## src/rtl/pipe_spawn_scheduler.sv

```systemverilog
// Purpose : spawn controller for the pipe field; free-running 10-bit XNOR LFSR (taps 10,7),
//           counts frame ticks between spawns and offers each new pipe's gap row to the renderer.
// Latency : the tick that finds the interval counter at 0 -> DRAW (1 cycle) -> spawn_valid next cycle.
// Backpr. : the offer (spawn_valid, gap_pos) is held stable until spawn_ready; ticks seen while
//           drawing/offering are not counted toward the next interval and set the sticky late flag.
//
// Ports:
//   clk, reset        clock, asynchronous active-high reset
//   start, stop       game-state control (start ignored unless idle, stop wins)
//   tick              1-cycle frame tick
//   spawn_valid/ready valid/ready handshake towards the pipe renderer
//   gap_pos           gap row of the offered pipe, 0..GAP_MAX-1
//   spawn_count       pipes accepted since start, saturating at 255
//   late, busy        sticky tick-while-drawing/offering flag, state != IDLE
//   lfsr_q            current LFSR state (Q[10:1] on bits [9:0])
module pipe_spawn_scheduler #(
    parameter int INTERVAL = 64,
    parameter int GAP_MAX  = 12
) (
    input  logic       clk,
    input  logic       reset,
    input  logic       start,
    input  logic       stop,
    input  logic       tick,
    output logic       spawn_valid,
    input  logic       spawn_ready,
    output logic [3:0] gap_pos,
    output logic [7:0] spawn_count,
    output logic       late,
    output logic       busy,
    output logic [9:0] lfsr_q
);

    localparam logic [1:0] S_IDLE  = 2'd0;
    localparam logic [1:0] S_WAIT  = 2'd1;
    localparam logic [1:0] S_DRAW  = 2'd2;
    localparam logic [1:0] S_OFFER = 2'd3;

    localparam logic [7:0] INTERVAL_M1 = 8'(INTERVAL - 1);
    localparam logic [4:0] GAP_MAX_W   = 5'(GAP_MAX);

    logic [1:0] state_q, state_d;
    logic [7:0] counter_q, counter_d;
    logic [9:0] lfsr_d;
    logic [3:0] gap_pos_q, gap_pos_d;
    logic [7:0] spawn_count_q, spawn_count_d;
    logic       late_q, late_d;
    logic       spawn_valid_q, spawn_valid_d;
    logic       busy_q, busy_d;

    logic [3:0] gap_raw;
    logic [3:0] gap_mapped;

    // Fold the 4-bit raw draw into the legal range with a single subtraction;
    // raw < 16 <= 2*GAP_MAX so one fold always suffices.
    always_comb begin
        gap_raw    = lfsr_q[3:0];
        gap_mapped = gap_raw;
        if ({1'b0, gap_raw} >= GAP_MAX_W) begin
            gap_mapped = 4'({1'b0, gap_raw} - GAP_MAX_W);
        end
    end

    always_comb begin
        // XNOR feedback: the all-zero reset state is legal, all-ones is the lock-up state.
        lfsr_d        = {lfsr_q[8:0], ~(lfsr_q[9] ^ lfsr_q[6])};
        state_d       = state_q;
        counter_d     = counter_q;
        gap_pos_d     = gap_pos_q;
        spawn_count_d = spawn_count_q;
        late_d        = late_q;

        case (state_q)
            S_IDLE: begin
                // A tick coinciding with start only loads the counter; it is not counted.
                if (start && !stop) begin
                    state_d       = S_WAIT;
                    counter_d     = INTERVAL_M1;
                    spawn_count_d = 8'd0;
                    late_d        = 1'b0;
                end
            end
            S_WAIT: begin
                if (stop) begin
                    state_d = S_IDLE;
                end else if (tick) begin
                    if (counter_q == 8'd0) begin
                        state_d = S_DRAW;
                    end else begin
                        counter_d = counter_q - 8'd1;
                    end
                end
            end
            S_DRAW: begin
                if (stop) begin
                    state_d = S_IDLE;
                end else begin
                    gap_pos_d = gap_mapped;
                    state_d   = S_OFFER;
                end
            end
            S_OFFER: begin
                // stop beats spawn_ready: an aborted offer is never counted.
                if (stop) begin
                    state_d = S_IDLE;
                end else if (spawn_ready) begin
                    state_d   = S_WAIT;
                    counter_d = INTERVAL_M1;
                    if (spawn_count_q != 8'hFF) begin
                        spawn_count_d = spawn_count_q + 8'd1;
                    end
                end
            end
            default: begin
                state_d = S_IDLE;
            end
        endcase

        if (tick && ((state_q == S_DRAW) || (state_q == S_OFFER))) begin
            late_d = 1'b1;
        end

        // Registered status outputs are computed from the next state so they
        // line up with the state register.
        spawn_valid_d = (state_d == S_OFFER);
        busy_d        = (state_d != S_IDLE);
    end

    always_ff @(posedge clk or posedge reset) begin
        if (reset) begin
            state_q       <= S_IDLE;
            counter_q     <= 8'd0;
            lfsr_q        <= 10'd0;
            gap_pos_q     <= 4'd0;
            spawn_count_q <= 8'd0;
            late_q        <= 1'b0;
            spawn_valid_q <= 1'b0;
            busy_q        <= 1'b0;
        end else begin
            state_q       <= state_d;
            counter_q     <= counter_d;
            lfsr_q        <= lfsr_d;
            gap_pos_q     <= gap_pos_d;
            spawn_count_q <= spawn_count_d;
            late_q        <= late_d;
            spawn_valid_q <= spawn_valid_d;
            busy_q        <= busy_d;
        end
    end

    assign spawn_valid = spawn_valid_q;
    assign gap_pos     = gap_pos_q;
    assign spawn_count = spawn_count_q;
    assign late        = late_q;
    assign busy        = busy_q;

endmodule

```

## config.mk

```make
export PLATFORM = sky130hd
export DESIGN_NAME = pipe_spawn_scheduler
export DESIGN_NICKNAME = d
export VERILOG_FILES = /design/src/rtl/pipe_spawn_scheduler.sv
export SDC_FILE = /design/constraint.sdc
export NUM_CORES = 1
export LEC_CHECK = 0
export CORE_MARGIN = 5
export CORE_UTILIZATION = 46
export DETAILED_ROUTE_END_ITERATION = 8
export GPL_ROUTABILITY_DRIVEN = 0
export PLACE_DENSITY = 0.71
export SETUP_SLACK_MARGIN = 0.4
export SKIP_CTS_REPAIR_TIMING = 1
export SYNTH_ARGS = -nofsm -noshare
export SYNTH_HDL_FRONTEND = slang
export SYNTH_SLANG_ARGS = --single-unit
```

## constraint.sdc

```tcl
create_clock -name clk -period 2.4 [get_ports clk]
set_input_delay 0.24 -clock clk [delete_from_list [all_inputs] [get_ports clk]]
set_output_delay 0.24 -clock clk [all_outputs]
set_load 0.02 [all_outputs]
```

==> impl_metrics.json <==
{
  "synthesis.yosys.warnings": 0,
  "die_area_um2": 5050,
  "share_comb_of_total_power": 0.082,
  "largest_net_degree_at_the_start_of_global_routing": 36,
  "via_count_of_the_routed_design": 1294,
  "post_drt_wl_per_cell_um": 14.8,
  "critical_path_class": "reg -> reg",
  "fraction_of_power_consumed_by_sequential_logic": 0.534,
  "ff2ff_path_depth": 5,
  "synth_top_family_by_area": "simple AND/OR/NAND/NOR gates",
  "unrepaired_setup_endpoints_after_global_routing": "no",
  "path_max_fanout": 5,
  "synth.net_count": 167,
  "endpoint_kind": "flop",
  "synth_cells": 158,
  "synth_top_flop_cell": "sky130_fd_sc_hd__dfrtp_1",
  "postRouteAntennaNets": 0,
  "power.share.switching": 0.241,
  "grt_overflow": 0,
  "path_cells": "ha_1 -> inv_1 -> or3_1 -> o21ai_1 -> mux2_1",
  "cp_data_arrival_time_ns": 1.99,
  "yosysSeqAreaShare": 0.511,
  "areaGrowthSynthToFinish_pct": 22.8,
  "final_nets": 193,
  "relSlewSlack": 0.673,
  "setup_tns_ns": 0,
  "drv_cap": 0,
  "worst_ep_required_time_ns": 2.56,
  "placeableCoreArea_um2": 3630,
  "globalRouteMet1Util": 0.189,
  "floorplan.initialDensity": 0.472,
  "top_level_ports": 31,
  "final_layout_size_suffix_gt1_frac": 0.130,
  "critical-path-slowest-cell": "sky130_fd_sc_hd__or3_1",
  "number_of_hold_violations_in_the_final_report": 0,
  "hpwl_mm": 2.53,
  "async_flop_share": 1.00,
  "route.detailed.drc": 0,
  "critical-path-max-stage-delay_ns": 0.42,
  "port-buffer-count": 30,
  "yosys.area_share.simple": 0.193,
  "rr_startpoint": "spawn_count[0]",
  "ctsHtreeMaxLevel": 2,
  "endpoint": "spawn_count[0]",
  "top_library_cells_by_usage_in_the_layout_fill_and_taps_aside": "34 x sky130_fd_sc_hd__dfrtp_1, 30 x sky130_fd_sc_hd__clkdlybuf4s50_1, 13 x sky130_fd_sc_hd__nand2_1, 8 x sky130_fd_sc_hd__inv_1, 8 x sky130_fd_sc_hd__nand2b_1",
  "total_clock_buffers_created_by_cts": 5,
  "grt_antenna_before_repair": 0,
  "antenna_cells": 0,
  "fmax_mhz": 546,
  "period_minus_slack_ns": 1.83,
  "drt-pass1-iter-count": 4,
  "synth_adder_area_share": 0.0219,
  "clock_power_share": 0.384,
  "worst-r2r-setup-slack_ns": 0.57,
  "tightest_slew_ns": 0.490,
  "drt_iter0_markers": 106,
  "synth_compound_area_frac": 0.138,
  "max-clock-path-buffers": 2,
  "cellInternalPower_w": 0.000871,
  "run_status": "complete, no violations",
  "fill_cells": 316,
  "final-setup-viol-count": 0,
  "gr-usage-met3": 0.0369,
  "critPathLaunch": "spawn_count[0]",
  "worst_r2r_dst": "spawn_count[0]",
  "first_global_vias": 1294,
  "global_route.usage.total": 0.146,
  "gr-max-usage-layer": "met2",
  "clock-root-buffer": "sky130_fd_sc_hd__clkbuf_8",
  "global_route_wire_length_before_repair_mm": 5.91,
  "tritoncts": "yes",
  "p_leak_nw": 0.903,
  "number_of_enable_type_register_cells_in_the_synthesized_netlist": 0,
  "synth_area_per_cell_um2": 10.9,
  "tcrit_tclk_final": 0.763,
  "hold_class": "in -> async",
  "latest_clock_arrival_within_the_worst_skew_pair_ns": 0.28,
  "power_w": 0.00115,
  "cts.reportedPaths.clkPinSlew_ns": 0.07,
  "dieWidth_um": 71.1,
  "routed_wirelength_mm": 3.45,
  "globalRouteMet2Util": 0.239,
  "clkSinkCount": 35,
  "rows": 22,
  "synth_mux_area_frac": 0.0620,
  "yosys.area_share.xor_xnor": 0.00511,
  "powerDensity_nw_per_um2": 545,
  "yosys.cell_types.count": 44,
  "worstSetupStartpointType": "flop",
  "total_switching_power_w": 0.000276,
  "report.final.slew_viol_count": 0,
  "ys_ff_latch": 35,
  "power.ir.vdd_worst_uv": 407,
  "mappedNetlistArea_um2": 1720,
  "leading_cell_type_in_the_layout_fill_and_taps_excluded": "sky130_fd_sc_hd__dfrtp_1",
  "fin_skew_ns": 0.00347,
  "die_height_um": 71.1,
  "detail_route.vias_per_cell": 5.55
}
-- synth_stat cells, types with 2 or more instances --
cell	number	share of area
sky130_fd_sc_hd__nand2b_1	8	0.029
sky130_fd_sc_hd__o21ai_0	4	0.012
sky130_fd_sc_hd__buf_2	3	0.0088
sky130_fd_sc_hd__o21ai_1	4	0.012
sky130_fd_sc_hd__mux2_2	3	0.020
sky130_fd_sc_hd__nand3_1	6	0.018
sky130_fd_sc_hd__buf_4	10	0.044
sky130_fd_sc_hd__nand2_1	13	0.028
sky130_fd_sc_hd__dfrtp_1	35	0.51
sky130_fd_sc_hd__a31oi_1	5	0.018
sky130_fd_sc_hd__ha_1	3	0.022
sky130_fd_sc_hd__and4_1	2	0.010
sky130_fd_sc_hd__mux2_1	2	0.013
sky130_fd_sc_hd__inv_1	8	0.018
sky130_fd_sc_hd__nor4_2	2	0.015
sky130_fd_sc_hd__or3_1	2	0.0073
sky130_fd_sc_hd__nor2_1	5	0.011
sky130_fd_sc_hd__mux2i_1	5	0.029
sky130_fd_sc_hd__and3_1	2	0.0073
sky130_fd_sc_hd__a211oi_1	2	0.0088
sky130_fd_sc_hd__a21oi_1	5	0.015
sky130_fd_sc_hd__nor3b_1	2	0.0088
sky130_fd_sc_hd__nand4_1	6	0.022
-- state kept, by name (all words and copies together), names as in the netlist --
name / flops
busy: 1
spawn_count: 8
gap_pos: 4
state_q: 2
lfsr_q: 10
late: 1
counter_q: 8
spawn_valid: 1
-- per-layer routing --
metal	wire, µm	vias to the layer above	share of wire
met4	25	0	0.0073
met3	150	4	0.044
li1	-	612	-
met1	1580	647	0.46
met5	0	-	0
met2	1690	31	0.49
-- final cells by class --
class | count | area (µm²) | area share
sequential | 35 | 877 | 0.417
multi-input combinational | 102 | 724 | 0.344
timing repair buffer | 32 | 315 | 0.150
clock buffer | 6 | 82.6 | 0.0392
tap | 48 | 60.1 | 0.0285
inverter | 8 | 30.0 | 0.0143
clock inverter | 2 | 16.3 | 0.00772
-- stage by stage --
step / hold slack, ns / std cells / util / setup slack [ns] / instance area [µm²]
after floorplan: 0.355 / 158 / - / 0.588 / 1720
after global placement: 0.365 / 225 / 0.551 / 0.428 / 2000
after detailed placement: 0.357 / 225 / 0.551 / 0.414 / 2000
after CTS: 0.383 / 233 / 0.578 / 0.454 / 2100
after global routing: 0.398 / 233 / 0.580 / 0.413 / 2110
final: 0.368 / 233 / 0.580 / 0.570 / 2110
-- cells by family after synthesis --
logic type	after synthesis
AOI/OAI and AO/OA	33
xor gates and xnor gates	1
adders and majority gates	3
buffers and inverters	21
DFF	35
muxes	10
and+or+nand+nor	55
-- worst min path at each step --
| stage | endpoint | slack, ns | cells after the start | start |
|---|---|---|---|---|
| finish | lfsr_q[7] | 0.37 | 3 | reset |
| global route | lfsr_q[5] | 0.40 | 0 | lfsr_q[4] |
| CTS | lfsr_q[7] | 0.38 | 3 | reset |
| detailed placement | lfsr_q[5] | 0.36 | 0 | lfsr_q[4] |
| global placement | lfsr_q[5] | 0.36 | 0 | lfsr_q[4] |
| floorplan | lfsr_q[5] | 0.35 | 0 | lfsr_q[4] |
-- critical path: cells and delay by family, from the launching register on --
| kind | cells | cell delay, ns |
|---|---|---|
| buf+inv | 1 | 0.09 |
| compound gates | 1 | 0.21 |
| fa+ha+maj | 1 | 0.24 |
| mux | 1 | 0.34 |
| flops | 1 | 0.41 |
| simple gates | 1 | 0.42 |
-- power by group through the flow --
stage | combinational [W] | sequential [W] | clock (W)
floorplan | 0.0000637 | 0.000622 | 0
global placement | 0.0000914 | 0.000623 | 0
detailed placement | 0.0000945 | 0.000624 | 0
CTS | 0.0000948 | 0.000612 | 0.000460
global route | 0.000106 | 0.000614 | 0.000482
finish | 0.0000943 | 0.000613 | 0.000440
Power figures use the tool's default switching activity.
